`src/rtl/spi_txn_arbiter_pkg.sv`:
```
// Shared types and helpers for the SPI transaction arbiter.
package spi_txn_arbiter_pkg;

    localparam int SPI_BYTE_W = 8;

    typedef enum logic [2:0] {
        ST_IDLE,
        ST_SETUP,
        ST_SEND,
        ST_WAIT,
        ST_HOLD,
        ST_GAP
    } state_t;

    // Width of the shared phase timer: it is loaded with (count - 1), so it
    // only has to hold the largest of the three phase lengths minus one.
    function automatic int timer_width(input int a, input int b, input int c);
        int m;
        m = a;
        if (b > m) m = b;
        if (c > m) m = c;
        return (m > 1) ? $clog2(m) : 1;
    endfunction

    // Round-robin successor of an index in a ring of n entries.
    function automatic int unsigned rr_next(input int unsigned idx, input int unsigned n);
        return (idx + 1 >= n) ? 0 : idx + 1;
    endfunction

endpackage

```
`src/rtl/spi_rr_arbiter.sv`:
```
// Round-robin requester selection: combinational pick starting at the
// pointer, pointer advanced past the finishing owner.
module spi_rr_arbiter
    import spi_txn_arbiter_pkg::*;
#(
    parameter int unsigned NUM_REQ = 2,
    parameter int unsigned IDX_W   = 1
) (
    input  logic               clk,
    input  logic               rst,
    input  logic [NUM_REQ-1:0] req_i,
    input  logic               adv_i,
    input  logic [IDX_W-1:0]   last_i,
    output logic [NUM_REQ-1:0] gnt_o,
    output logic [IDX_W-1:0]   idx_o,
    output logic               any_o
);

    logic [IDX_W-1:0] ptr_q, ptr_d;

    // Next pointer: one past the owner whose transaction just finished.
    always_comb begin
        ptr_d = ptr_q;
        if (adv_i) ptr_d = IDX_W'(rr_next(32'(last_i), NUM_REQ));
    end

    // Pointer register.
    always_ff @(posedge clk or posedge rst) begin
        if (rst) ptr_q <= '0;
        else     ptr_q <= ptr_d;
    end

    // First active request at or after the pointer, wrapping.
    always_comb begin
        int unsigned j;
        gnt_o = '0;
        idx_o = '0;
        any_o = 1'b0;
        j     = 0;
        for (int unsigned k = 0; k < NUM_REQ; k++) begin
            j = (32'(ptr_q) + k) % NUM_REQ;
            if (!any_o && req_i[j]) begin
                any_o    = 1'b1;
                idx_o    = IDX_W'(j);
                gnt_o[j] = 1'b1;
            end
        end
    end

endmodule

```
`src/rtl/spi_txn_arbiter.sv`:
```
// Shares one SPI byte engine between NUM_REQ requesters, one multi-byte
// transaction at a time, with chip-select setup/hold/gap sequencing.
module spi_txn_arbiter
    import spi_txn_arbiter_pkg::*;
#(
    parameter int NUM_REQ = 2,
    parameter int LEN_W   = 4,
    parameter int SETUP   = 2,
    parameter int HOLD    = 2,
    parameter int GAP     = 4
) (
    input  logic                          clk,
    input  logic                          reset,
    input  logic [NUM_REQ-1:0]            req_valid,
    input  logic [NUM_REQ*LEN_W-1:0]      req_len,
    output logic [NUM_REQ-1:0]            req_grant,
    input  logic [NUM_REQ*SPI_BYTE_W-1:0] tx_data,
    output logic [NUM_REQ-1:0]            tx_take,
    output logic [SPI_BYTE_W-1:0]         rx_data,
    output logic [NUM_REQ-1:0]            rx_valid,
    output logic [NUM_REQ-1:0]            txn_done,
    output logic                          busy,
    output logic                          cs,
    output logic                          eng_start,
    output logic [SPI_BYTE_W-1:0]         eng_tx,
    input  logic                          eng_done,
    input  logic [SPI_BYTE_W-1:0]         eng_rx
);

    localparam int IDX_W = (NUM_REQ > 2) ? $clog2(NUM_REQ) : 1;
    localparam int TMR_W = timer_width(SETUP, HOLD, GAP);
    localparam logic [TMR_W-1:0] T_SETUP = TMR_W'(SETUP - 1);
    localparam logic [TMR_W-1:0] T_HOLD  = TMR_W'(HOLD - 1);
    localparam logic [TMR_W-1:0] T_GAP   = TMR_W'(GAP - 1);

    state_t                    state_q;
    logic [IDX_W-1:0]          owner_q;
    logic [LEN_W-1:0]          cnt_q;
    logic [TMR_W-1:0]          tmr_q;
    logic [NUM_REQ-1:0]        req_grant_q, tx_take_q, rx_valid_q, txn_done_q;
    logic [SPI_BYTE_W-1:0]     rx_data_q, eng_tx_q;
    logic                      busy_q, cs_q, eng_start_q;

    logic [NUM_REQ-1:0]        arb_gnt;
    logic [IDX_W-1:0]          arb_idx;
    logic                      arb_any;
    logic                      rr_adv;
    logic [SPI_BYTE_W-1:0]     tx_sel;
    logic [LEN_W-1:0]          len_sel;
    logic [NUM_REQ-1:0]        owner_oh;

    assign rr_adv = (state_q == ST_HOLD) && (tmr_q == '0);

    spi_rr_arbiter #(
        .NUM_REQ (NUM_REQ),
        .IDX_W   (IDX_W)
    ) u_rr (
        .clk    (clk),
        .rst    (reset),
        .req_i  (req_valid),
        .adv_i  (rr_adv),
        .last_i (owner_q),
        .gnt_o  (arb_gnt),
        .idx_o  (arb_idx),
        .any_o  (arb_any)
    );

    // Owner-selected views of the packed per-requester buses.
    always_comb begin
        tx_sel           = tx_data[int'(owner_q)*SPI_BYTE_W +: SPI_BYTE_W];
        len_sel          = req_len[int'(arb_idx)*LEN_W +: LEN_W];
        owner_oh         = '0;
        owner_oh[owner_q] = 1'b1;
    end

    // Transaction sequencer; all outputs registered, pulses default low.
    // The last SETUP cycle issues the first byte itself so that the first
    // eng_start lands exactly SETUP cycles after cs falls; SEND is only used
    // between bytes.
    always_ff @(posedge clk or posedge reset) begin
        if (reset) begin
            state_q     <= ST_IDLE;
            owner_q     <= '0;
            cnt_q       <= '0;
            tmr_q       <= '0;
            req_grant_q <= '0;
            tx_take_q   <= '0;
            rx_valid_q  <= '0;
            txn_done_q  <= '0;
            rx_data_q   <= '0;
            eng_tx_q    <= '0;
            busy_q      <= 1'b0;
            cs_q        <= 1'b1;
            eng_start_q <= 1'b0;
        end else begin
            req_grant_q <= '0;
            tx_take_q   <= '0;
            rx_valid_q  <= '0;
            txn_done_q  <= '0;
            eng_start_q <= 1'b0;
            case (state_q)
                ST_IDLE: begin
                    if (arb_any) begin
                        req_grant_q <= arb_gnt;
                        owner_q     <= arb_idx;
                        cnt_q       <= len_sel;
                        cs_q        <= 1'b0;
                        busy_q      <= 1'b1;
                        tmr_q       <= T_SETUP;
                        state_q     <= ST_SETUP;
                    end
                end
                ST_SETUP: begin
                    if (tmr_q == '0) begin
                        eng_tx_q    <= tx_sel;
                        eng_start_q <= 1'b1;
                        tx_take_q   <= owner_oh;
                        state_q     <= ST_WAIT;
                    end else begin
                        tmr_q <= tmr_q - 1'b1;
                    end
                end
                ST_SEND: begin
                    eng_tx_q    <= tx_sel;
                    eng_start_q <= 1'b1;
                    tx_take_q   <= owner_oh;
                    state_q     <= ST_WAIT;
                end
                ST_WAIT: begin
                    if (eng_done) begin
                        rx_data_q  <= eng_rx;
                        rx_valid_q <= owner_oh;
                        if (cnt_q == '0) begin
                            tmr_q   <= T_HOLD;
                            state_q <= ST_HOLD;
                        end else begin
                            cnt_q   <= cnt_q - 1'b1;
                            state_q <= ST_SEND;
                        end
                    end
                end
                ST_HOLD: begin
                    if (tmr_q == '0) begin
                        cs_q       <= 1'b1;
                        txn_done_q <= owner_oh;
                        tmr_q      <= T_GAP;
                        state_q    <= ST_GAP;
                    end else begin
                        tmr_q <= tmr_q - 1'b1;
                    end
                end
                ST_GAP: begin
                    if (tmr_q == '0) begin
                        busy_q  <= 1'b0;
                        state_q <= ST_IDLE;
                    end else begin
                        tmr_q <= tmr_q - 1'b1;
                    end
                end
                default: state_q <= ST_IDLE;
            endcase
        end
    end

    assign req_grant = req_grant_q;
    assign tx_take   = tx_take_q;
    assign rx_data   = rx_data_q;
    assign rx_valid  = rx_valid_q;
    assign txn_done  = txn_done_q;
    assign busy      = busy_q;
    assign cs        = cs_q;
    assign eng_start = eng_start_q;
    assign eng_tx    = eng_tx_q;

endmodule

```
`config.mk`:
```
export PLATFORM = sky130hd
export DESIGN_NAME = spi_txn_arbiter
export DESIGN_NICKNAME = d
export VERILOG_FILES = /design/src/rtl/spi_txn_arbiter_pkg.sv /design/src/rtl/spi_rr_arbiter.sv /design/src/rtl/spi_txn_arbiter.sv
export SDC_FILE = /design/constraint.sdc
export NUM_CORES = 1
export LEC_CHECK = 0
export CAP_MARGIN = 20
export CORE_UTILIZATION = 48
export CTS_CLUSTER_DIAMETER = 80
export CTS_CLUSTER_SIZE = 12
export DETAILED_ROUTE_END_ITERATION = 10
export PLACE_DENSITY = 0.85
export SLEW_MARGIN = 25
export SYNTH_ARGS = -nofsm -noshare
export SYNTH_HDL_FRONTEND = slang
export SYNTH_SLANG_ARGS = --single-unit
```
`constraint.sdc`:
```
create_clock -name clk -period 4.1 [get_ports clk]
set_input_delay 0.82 -clock clk [delete_from_list [all_inputs] [get_ports clk]]
set_output_delay 0.82 -clock clk [all_outputs]
set_load 0.05 [all_outputs]
```
Word-level counts from Yosys, hierarchy flattened
Index checks and enable logic that the tools add are counted.

storage, ports and cells
  flip-flop bits (word level) = 38
  output and inout port bits = 27
  bits of input ports = 37
  logic and storage cells = 115

operators by class
  shifts and indexed selects = 2
  equality and inequality tests = 13
  bitwise gates (word level) = 1
  reductions and logical operators = 23
  multiplexer cells = 51
  add/sub/neg operators = 4
  order comparisons = 7

operator list
  kind                                                                           count
  2-bit two-way mux                                                              13
  3-bit two-way mux                                                              6
  3-bit one-hot mux with 6 select lines                                          1
  1-bit two-way mux                                                              17
  8-bit one-hot mux with 2 select lines                                          1
  16-bit by 5-bit indexed part select with 8-bit output                          1
  2-bit != test (second input constant)                                          7
  4-bit two-way mux                                                              3
  5-bit AND reduction                                                            2
  8-bit two-way mux                                                              1
  2-bit one-hot mux with 4 select lines                                          1
  4-bit one-hot mux with 2 select lines                                          1
  2-bit nonzero test                                                             4
  8-bit by 4-bit indexed part select with 4-bit output                           1
  3-bit by 2-bit == test with 1-bit output (second input constant)               2
  3-bit == test (second input constant)                                          2
  1-bit by 2-bit less-than comparator with 1-bit output (second input constant)  3
  1-bit one-hot mux with 2 select lines                                          3
  2-bit AND reduction                                                            3
  3-bit AND reduction                                                            2
  1-bit logical AND                                                              5
  4-bit zero test                                                                1
  2-bit one-hot mux with 2 select lines                                          1
  4-bit AND reduction                                                            1
  15 further kinds                                                               19

Longest topological paths before layout
Gate-level depths: netlist (run 1).

  depth after elaboration = 9
  depth in mapped cells = 7
  mapped depth without buffers = 6

Modules after synthesis
A second synthesis (run 1) with hierarchy kept.

unflattened totals
  cell total of the unflattened synthesis = 157
  area, all modules = 1,895.6 um^2

modules (own cells, without submodules)
  module           area an instance (um^2)  sequential area each (um^2)  times used  cells an instance
  spi_txn_arbiter  1,821.7                  927.1                        1           148
  spi_rr_arbiter   73.8                     25.0                         1           9

Worst setup path after synthesis (run 1)
No wires, ideal clock.

  path type = input port to flip-flop
  from = input req_valid[1]
  to = register tmr_q[1]
  data required time = 3,975 ps
  buffers on the path = 1
  data arrival time = 1,796 ps
  setup time = 125 ps
  stages on the path = 5
  setup slack = 2,179 ps
  cell sequence = clkbuf_1 nor2_1 nand2_1 a22oi_2 mux2_4

on the way
  word-level cells in the longest chain between the ends = 8
  elaborated cells on any way between the ends = 10
  classes of those cells = eq/ne: 1; mux: 6; reduce/logical: 3

RTL lines
  item                                                  RTL line                text
  start: declaration                                    spi_txn_arbiter.sv:14   input logic [NUM_REQ-1:0] req_valid,
  1-bit two-way mux (implied by the code) (2 in a row)  spi_rr_arbiter.sv:42    if (!any_o && req_i[j]) begin
  1-bit two-way mux                                     spi_rr_arbiter.sv:42
  1-bit zero test                                       spi_rr_arbiter.sv:42
  1-bit logical AND                                     spi_rr_arbiter.sv:42
  1-bit two-way mux *                                   spi_rr_arbiter.sv:42
  2-bit != test (no line) *                             -
  5-bit AND reduction (no line) *                       -
  end signal: assignment                                spi_txn_arbiter.sv:120  tmr_q <= tmr_q - 1'b1;
  end signal: assignment                                spi_txn_arbiter.sv:149  tmr_q <= tmr_q - 1'b1;
  end signal: assignment                                spi_txn_arbiter.sv:157  tmr_q <= tmr_q - 1'b1;
  end: declaration                                      spi_txn_arbiter.sv:39   logic [TMR_W-1:0] tmr_q;

Every way passes the cells marked *; elsewhere a longest branch is shown, timed or not. The select of a mux whose other input is x is not followed.
A chain may end at the register's enable or synchronous reset.

Worst setup path after layout (run 1)
  from = register cs_q, in the netlist cs
  to = output cs

RTL lines
  item                      RTL line                text
  start: declaration        spi_txn_arbiter.sv:42   logic busy_q, cs_q, eng_start_q;
  start signal: assignment  spi_txn_arbiter.sv:93   cs_q <= 1'b1;
  start signal: assignment  spi_txn_arbiter.sv:107  cs_q <= 1'b0;
  start signal: assignment  spi_txn_arbiter.sv:144  cs_q <= 1'b1;
  end: declaration          spi_txn_arbiter.sv:23   output logic cs,

No word-level cell between the ends.

==> impl_results.md, run 1 <==
* EDFF count, synth at 0
* Tot Pwr at ~2.0 mW
* Buffers and inverters on the worst path at 1
* Global-route total usage across every layer at 0.215
* Global-route wire length before repair at roughly 6.5 mm
* Layout-stage area growth over the synthesis result at 41.5%
* Crit Reg-Reg Startpoint: state_q[2]$_DFFE_PP0P_
* Fraction of synthesis flops using an asynchronous set or reset pin at 1.00
* TritonCTS clock tree: yes
* Number of library cell types mapped by synthesis at 34
* Delay of the slowest critical-path stage at about 0.8 ns
* First-pass DRT Iterations at 4
* Max-slew violation count at 0
* Count of state elements after synthesis at 38
* Number of buffers added by the clock tree synthesis step at 5
* Maximum capacitance violations at 0
* PD cells at 802 nW/um^2
* Final net count at 283
* Mapped Nets at between 200 and 250
* HP Start: cs$_DFFE_PP1P_
* Worst hold slack after final layout at 0.463 ns
* Area contributors post-synth: dfrtp_1 (52%), nand2_1 (7.3%), a21oi_1 (5.3%), mux2i_1 (5.0%), nor2_1 (3.6%)
* Number of core rows at 21
* Width of the die at around 63 um
* Clock transition at path regs at approximately 0.07 ns
* Fraction of final layout cells with drive strength greater than 1 at 0.0943
* Main synth FF type: dfrtp_1
* Number of placed instances, taps included at 282
* Post CTS Setup Buffer Count at 0
* Final Instance Count excl. Fillers at 290
* Diode count at 0
* Cell with the largest stage delay on the worst path: clkdlybuf4s50_1
* Startpoint of the worst setup timing path: cs$_DFFE_PP1P_
* Pin count of the biggest net entering global routing at 32
* Library cell with the highest instance count after synthesis: dfrtp_1
* Maximum buffer depth of the clock tree at 2
* Final worst-path setup slack at 1.66 ns
* Maximum clock frequency at roughly 0.41 GHz
* Synth Warn # at 0
* CTS Root Cell: clkbuf_8
* Share of synthesized area occupied by flip-flops and latches at 0.531
* CP Class: flip-flop to output port
* Critical Path Fanout Max at 2
* Critical path arrival at approximately 1.6 ns
* Worst Setup Start Kind: flip-flop
* Instance count of the mapped netlist at about 180
* Aggregate global routing overflow at 0
* Slew at the pin closest to its max-slew limit at around 0.62 ns
* Number of filler instances in the final layout at 263
* Largest area contributor in the synthesized netlist: dfrtp_1
* HPWL after DPL at ~2.9 mm
* Io pins at 64
* Clock latency on the worst-skew pair at just under 0.3 ns
* Placer's final routability congestion estimate at slightly above 0.8
* Cell-by-cell listing of the critical path: clkdlybuf4s50_1
* Number of hold-slack violations in the final timing report at 0
* Static leakage at around 1.1 nW
* Number of violations reported at the end of detailed-routing iteration 0 at 56
* Synth Cell Area at 1790 um^2
* Height of the die at 63.1 um
* Full die area at ~4000 um^2
* Classification of the worst-slack hold path: flip-flop to flip-flop
* Setup slack of the most critical reg-to-reg path at 2.18 ns
* Setup TNS Final at 0 ns
* Average routed wire per standard cell at around 13 um
* Clock Skews at approximately 0.012 ns
* Vias in the first global route at roughly 1400
* Area fraction of the dominant cell type after synthesis at 0.516
* Unrepaired setup endpoints after global routing: false
* Post-detailed-route count of antenna-violating nets at 0
* H-tree levels at 2
* Maximum vdd drop at between 0.5 and 0.6 mV
* Period utilisation layout at 0.594
* Total setup violations reported at the end of the flow at 0
* Number of gates given a new drive strength after cts at 0
* Post-layout min period at roughly 2.4 ns
* Worst endpoint required time at 3.28 ns
* Hold Buf Count CTS at 0
* Headroom to the max-slew limit at 0.589
* DRC violations left at 0
* Via density per instance at 5.04
* Run status: completed
* Number of clock sinks at 38
* Mean cell area of the mapped netlist at ~10 um^2
* # port buffers at 63
* Most common library cells after synthesis: dfrtp_1 (37), nand2_1 (35), a21oi_1 (19), nor2_1 (17), mux2i_1 (9)
* Placeable core region at ~3500 um^2
* Family of cells with the greatest summed delay on the critical path: buffers and inverters
* Starting utilization of the core area at 0.517
* Worst Setup Slack post-DPL at approximately 1.5 ns
* Antenna violations before repair at 0
* Routed via count at about 1500
* Wire length after detailed routing at 3.85 mm
* Kind of end point of the critical path: output port
-- through the flow --
step / util / instance area (um^2)
final: 0.732 / 2540
after CTS: 0.732 / 2540
after global placement: 0.705 / 2440
after detailed placement: 0.705 / 2440
after global routing: 0.732 / 2540
after floorplan: - / 1790
-- layout by cell type, fill, tap and decap left out, drive strengths merged, types with 2 or more instances in the layout --
master         count
a21boi             2
a21o               2
a21oi             20
a22o               2
a31o               4
and2               2
clkbuf             6
clkdlybuf4s50     63
dfrtp             37
ha                 3
inv                7
mux2i              9
nand2             36
nand2b             5
nand3              4
nor2              17
nor3               5
nor3b              2
o21ai              3
o22ai              3
-- layer usage --
metal,wire [um],up-vias,global-route usage
li1,-,735,-
met1,1740,680,0.280
met2,1890,45,0.347
met3,195,2,0.0634
met4,23,0,0.0610
met5,0,-,0
-- worst register-to-register path, stage by stage (launching register included) --
cell	delay (ns)
dfrtp_1	0.56
nand4b_1	0.58
o22ai_2	0.48
a21oi_1	0.11
a21oi_1	0.13
-- cell type report --
type | count | area (um^2) | area share
multi-input combinational | 127 | 769 | 0.303
clock inverter | 2 | 12.5 | 0.00493
sequential | 38 | 952 | 0.375
timing repair buffer | 64 | 638 | 0.251
tap | 46 | 57.6 | 0.0227
inverter | 7 | 26.3 | 0.0103
clock buffer | 6 | 82.6 | 0.0325
-- registers in the layout, summed over array words and instances (netlist names), 2 cells and up --
name / cells
req_grant: 2
rx_data: 8
txn_done: 2
eng_tx: 8
tx_take: 2
rx_valid: 2
state_q: 3
tmr_q: 2
cnt_q: 4
-- path summary, 6_finish.rpt --
| path | cells past startpoint | endpoint |
|---|---|---|
| max reg2reg | 4 | cnt_q[3]$_DFFE_PP0P_ |
| max | 1 | cs |
| max in group asynchronous | 3 | tmr_q[1]$_DFFE_PP0P_ |
| min in group asynchronous | 2 | rx_data[6]$_DFFE_PP0P_ |
| min reg2reg | 2 | cs$_DFFE_PP1P_ |
| min | 2 | cs$_DFFE_PP1P_ |
-- report_power, final --
part,internal [mW],switching (mW),total [mW],leakage [nW]
sequential,0.526,0.133,0.659,0.460
combinational,0.425,0.690,1.12,0.629
clock,0.135,0.126,0.261,0.0472
total,1.09,0.950,2.04,1.14
-- cells by family after synthesis --
group | after synthesis | synth area share
AO/OA/AOI/OAI | 37 | 0.137
XOR/XNOR | 1 | 0.00488
adder cells (fa/ha/maj) | 3 | 0.0209
buffers and inverters | 16 | 0.0404
flip-flops | 38 | 0.531
multiplexers | 10 | 0.0586
AND/OR/NAND/NOR | 76 | 0.207
No activity file was read; power rests on OpenSTA's default activity.
==> run 2: changes to the inputs <==
- CORE_UTILIZATION: 48 -> 40
- PLACE_DENSITY: 0.85 -> 0.75
- clock period: 4.1 -> 2 ns (I/O delays scaled with it)
==> impl_results.md, run 2 (synthesized netlist as in run 1, its figures left out) <==
* Run status: completed
* Post CTS Setup Buffer Count at 0
* DRC violations left at 0
* Starting utilization of the core area at 0.433
* Height of the die at ~70 um
* Aggregate global routing overflow at 0
* End of the worst hold path: cs$_DFFE_PP1P_
* HP Start: cs$_DFFE_PP1P_
* Static leakage at around 1.2 nW
* Commonest non-fill, non-tap cells in the layout: clkdlybuf4s50_1 (61), dfrtp_1 (37), nand2_1 (35)
* Layout-stage area growth over the synthesis result at 43.2%
* Vias in the first global route at ~1400
* Critical path arrival at 1.45 ns
* Critical Path Fanout Max at 2
* TritonCTS clock tree: yes
* Maximum capacitance violations at 0
* Total setup violations reported at the end of the flow at 0
* Setup TNS Final at 0 ns
* Setup slack of the most critical reg-to-reg path at about 0.35 ns
* Io pins at 64
* Delay of the slowest critical-path stage at 0.82 ns
* Average routed wire per standard cell at between 10 and 15 um
* First-pass DRT Iterations at 4
* Final net count at 287
* Full die area at about 4800 um^2
* Global-route wire length before repair at 6.19 mm
* Cell-by-cell listing of the critical path: clkdlybuf4s50_1
* CP Class: flip-flop to output port
* Maximum clock frequency at ~0.54 GHz
* Number of clock sinks at 38
* Maximum buffer depth of the clock tree at 2
* Clock Skews at ~0.005 ns
* Maximum vdd drop at 1.25 mV
* Logic depth of the worst register-to-register path at 4
* Headroom to the max-slew limit at 0.627
* Period utilisation layout at 0.927
* Number of hold-slack violations in the final timing report at 0
* Number of buffers added by the clock tree synthesis step at 5
* End of the worst register-to-register path: cnt_q[3]$_DFFE_PP0P_
* Placement Cell Area at around 2500 um^2
* Classification of the worst-slack hold path: flip-flop to flip-flop
* Placer's final routability congestion estimate at between 0.7 and 0.8
* Hold Path Stages at 2
* Worst endpoint required time at around 1.6 ns
* Hold Buf Count CTS at 0
* Buffers and inverters on the worst path at 1
* Width of the die at 69.0 um
* PD cells at roughly 1600 nW/um^2
* Diode count at 0
* # port buffers at between 60 and 70
* Kind of end point of the critical path: output port
* Clock transition at path regs at approximately 0.070 ns
* HPWL after DPL at between 2 and 3 mm
* Routed via count at between 1000 and 1500
* Cell with the largest stage delay on the worst path: clkdlybuf4s50_1
* Final worst-path setup slack at ~0.15 ns
* Post-layout min period at ~1.9 ns
* Number of violations reported at the end of detailed-routing iteration 0 at 46
* Number of gates given a new drive strength after cts at 0
* Number of core rows at 23
* Final cell area excluding filler cells at about 2600 um^2
* H-tree levels at 2
* Slew at the pin closest to its max-slew limit at 0.560 ns
* Post-detailed-route count of antenna-violating nets at 0
* CTS Root Cell: clkbuf_8
* Clock latency on the worst-skew pair at just under 0.3 ns
* Pin count of the biggest net entering global routing at 39
* Antenna violations before repair at 0
* Max-slew violation count at 0
* Worst Setup Start Kind: flip-flop
* Worst Setup Slack post-DPL at ~0.2 ns
* Placeable core region at 4140 um^2
* Unrepaired setup endpoints after global routing: false
* Crit Reg-Reg Startpoint: state_q[2]$_DFFE_PP0P_
* Family of cells with the greatest summed delay on the critical path: buffers and inverters
* Most common cell after layout, fill and taps aside: clkdlybuf4s50_1
* Fraction of final layout cells with drive strength greater than 1 at 0.113
* Wire length after detailed routing at 3.97 mm
* Via density per instance at 4.96
* Global-route total usage across every layer at 0.180
[run 2: cell count changes in the layout (fill, tap and decap cells not counted)]
| cell | change |
|---|---|
| inv_2 | -1 |
| inv_1 | +1 |
| clkdlybuf4s50_1 | -2 |
| buf_4 | +6 |
[run 2: power breakdown]
group | total [mW] | switching (mW) | internal [mW]
logic | 2.31 | 1.42 | 0.888
registers | 1.35 | 0.269 | 1.08
clock network | 0.544 | 0.267 | 0.277
[run 2: layout make-up]
cell class | instances | area (um^2)
fill | 386 | 1580
sequential | 38 | 952
multi-input combinational | 127 | 769
timing repair buffer | 68 | 663
clock buffer | 6 | 82.6
tap | 50 | 62.6
inverter | 7 | 26.3
clock inverter | 2 | 12.5
[run 2: layer usage]
| metal | vias to the layer above | track usage | part of all wire |
|---|---|---|---|
| li1 | 742 | - | - |
| met1 | 698 | 0.231 | 0.44 |
| met2 | 34 | 0.288 | 0.49 |
| met3 | 5 | 0.0576 | 0.058 |
| met4 | 0 | 0.0536 | 0.013 |
| met5 | - | 0 | 0 |
[run 2: metrics by stage]
step                      utilization  total power, mW  std cells  hold slack, ns
after global routing            0.620             4.49        298           0.477
after floorplan                     -             3.02        181           0.463
after CTS                       0.620             4.25        298           0.465
final                           0.620             4.20        298           0.461
after detailed placement        0.597             3.69        290           0.452
after global placement          0.597             3.64        290           0.450
[run 2: how the worst max path moves through the flow]
stage,startpoint,end,depth (start not counted)
4_1_cts,eng_tx[7]$_DFFE_PP0P_,eng_tx[7],1
3_5_place_dp,req_valid[0],tmr_q[1]$_DFFE_PP0P_,5
5_1_grt,rx_data[3]$_DFFE_PP0P_,rx_data[3],1
2_1_floorplan,req_valid[1],tmr_q[1]$_DFFE_PP0P_,5
3_3_place_gp,eng_done,tmr_q[1]$_DFFE_PP0P_,5
6_report,eng_tx[0]$_DFFE_PP0P_,eng_tx[0],1
==> run 3: changes to the inputs <==
- TNS_END_PERCENT: default -> 30
==> results of run 3 <==
No change in the layout: final DEF, timing and power equal those of run 2.
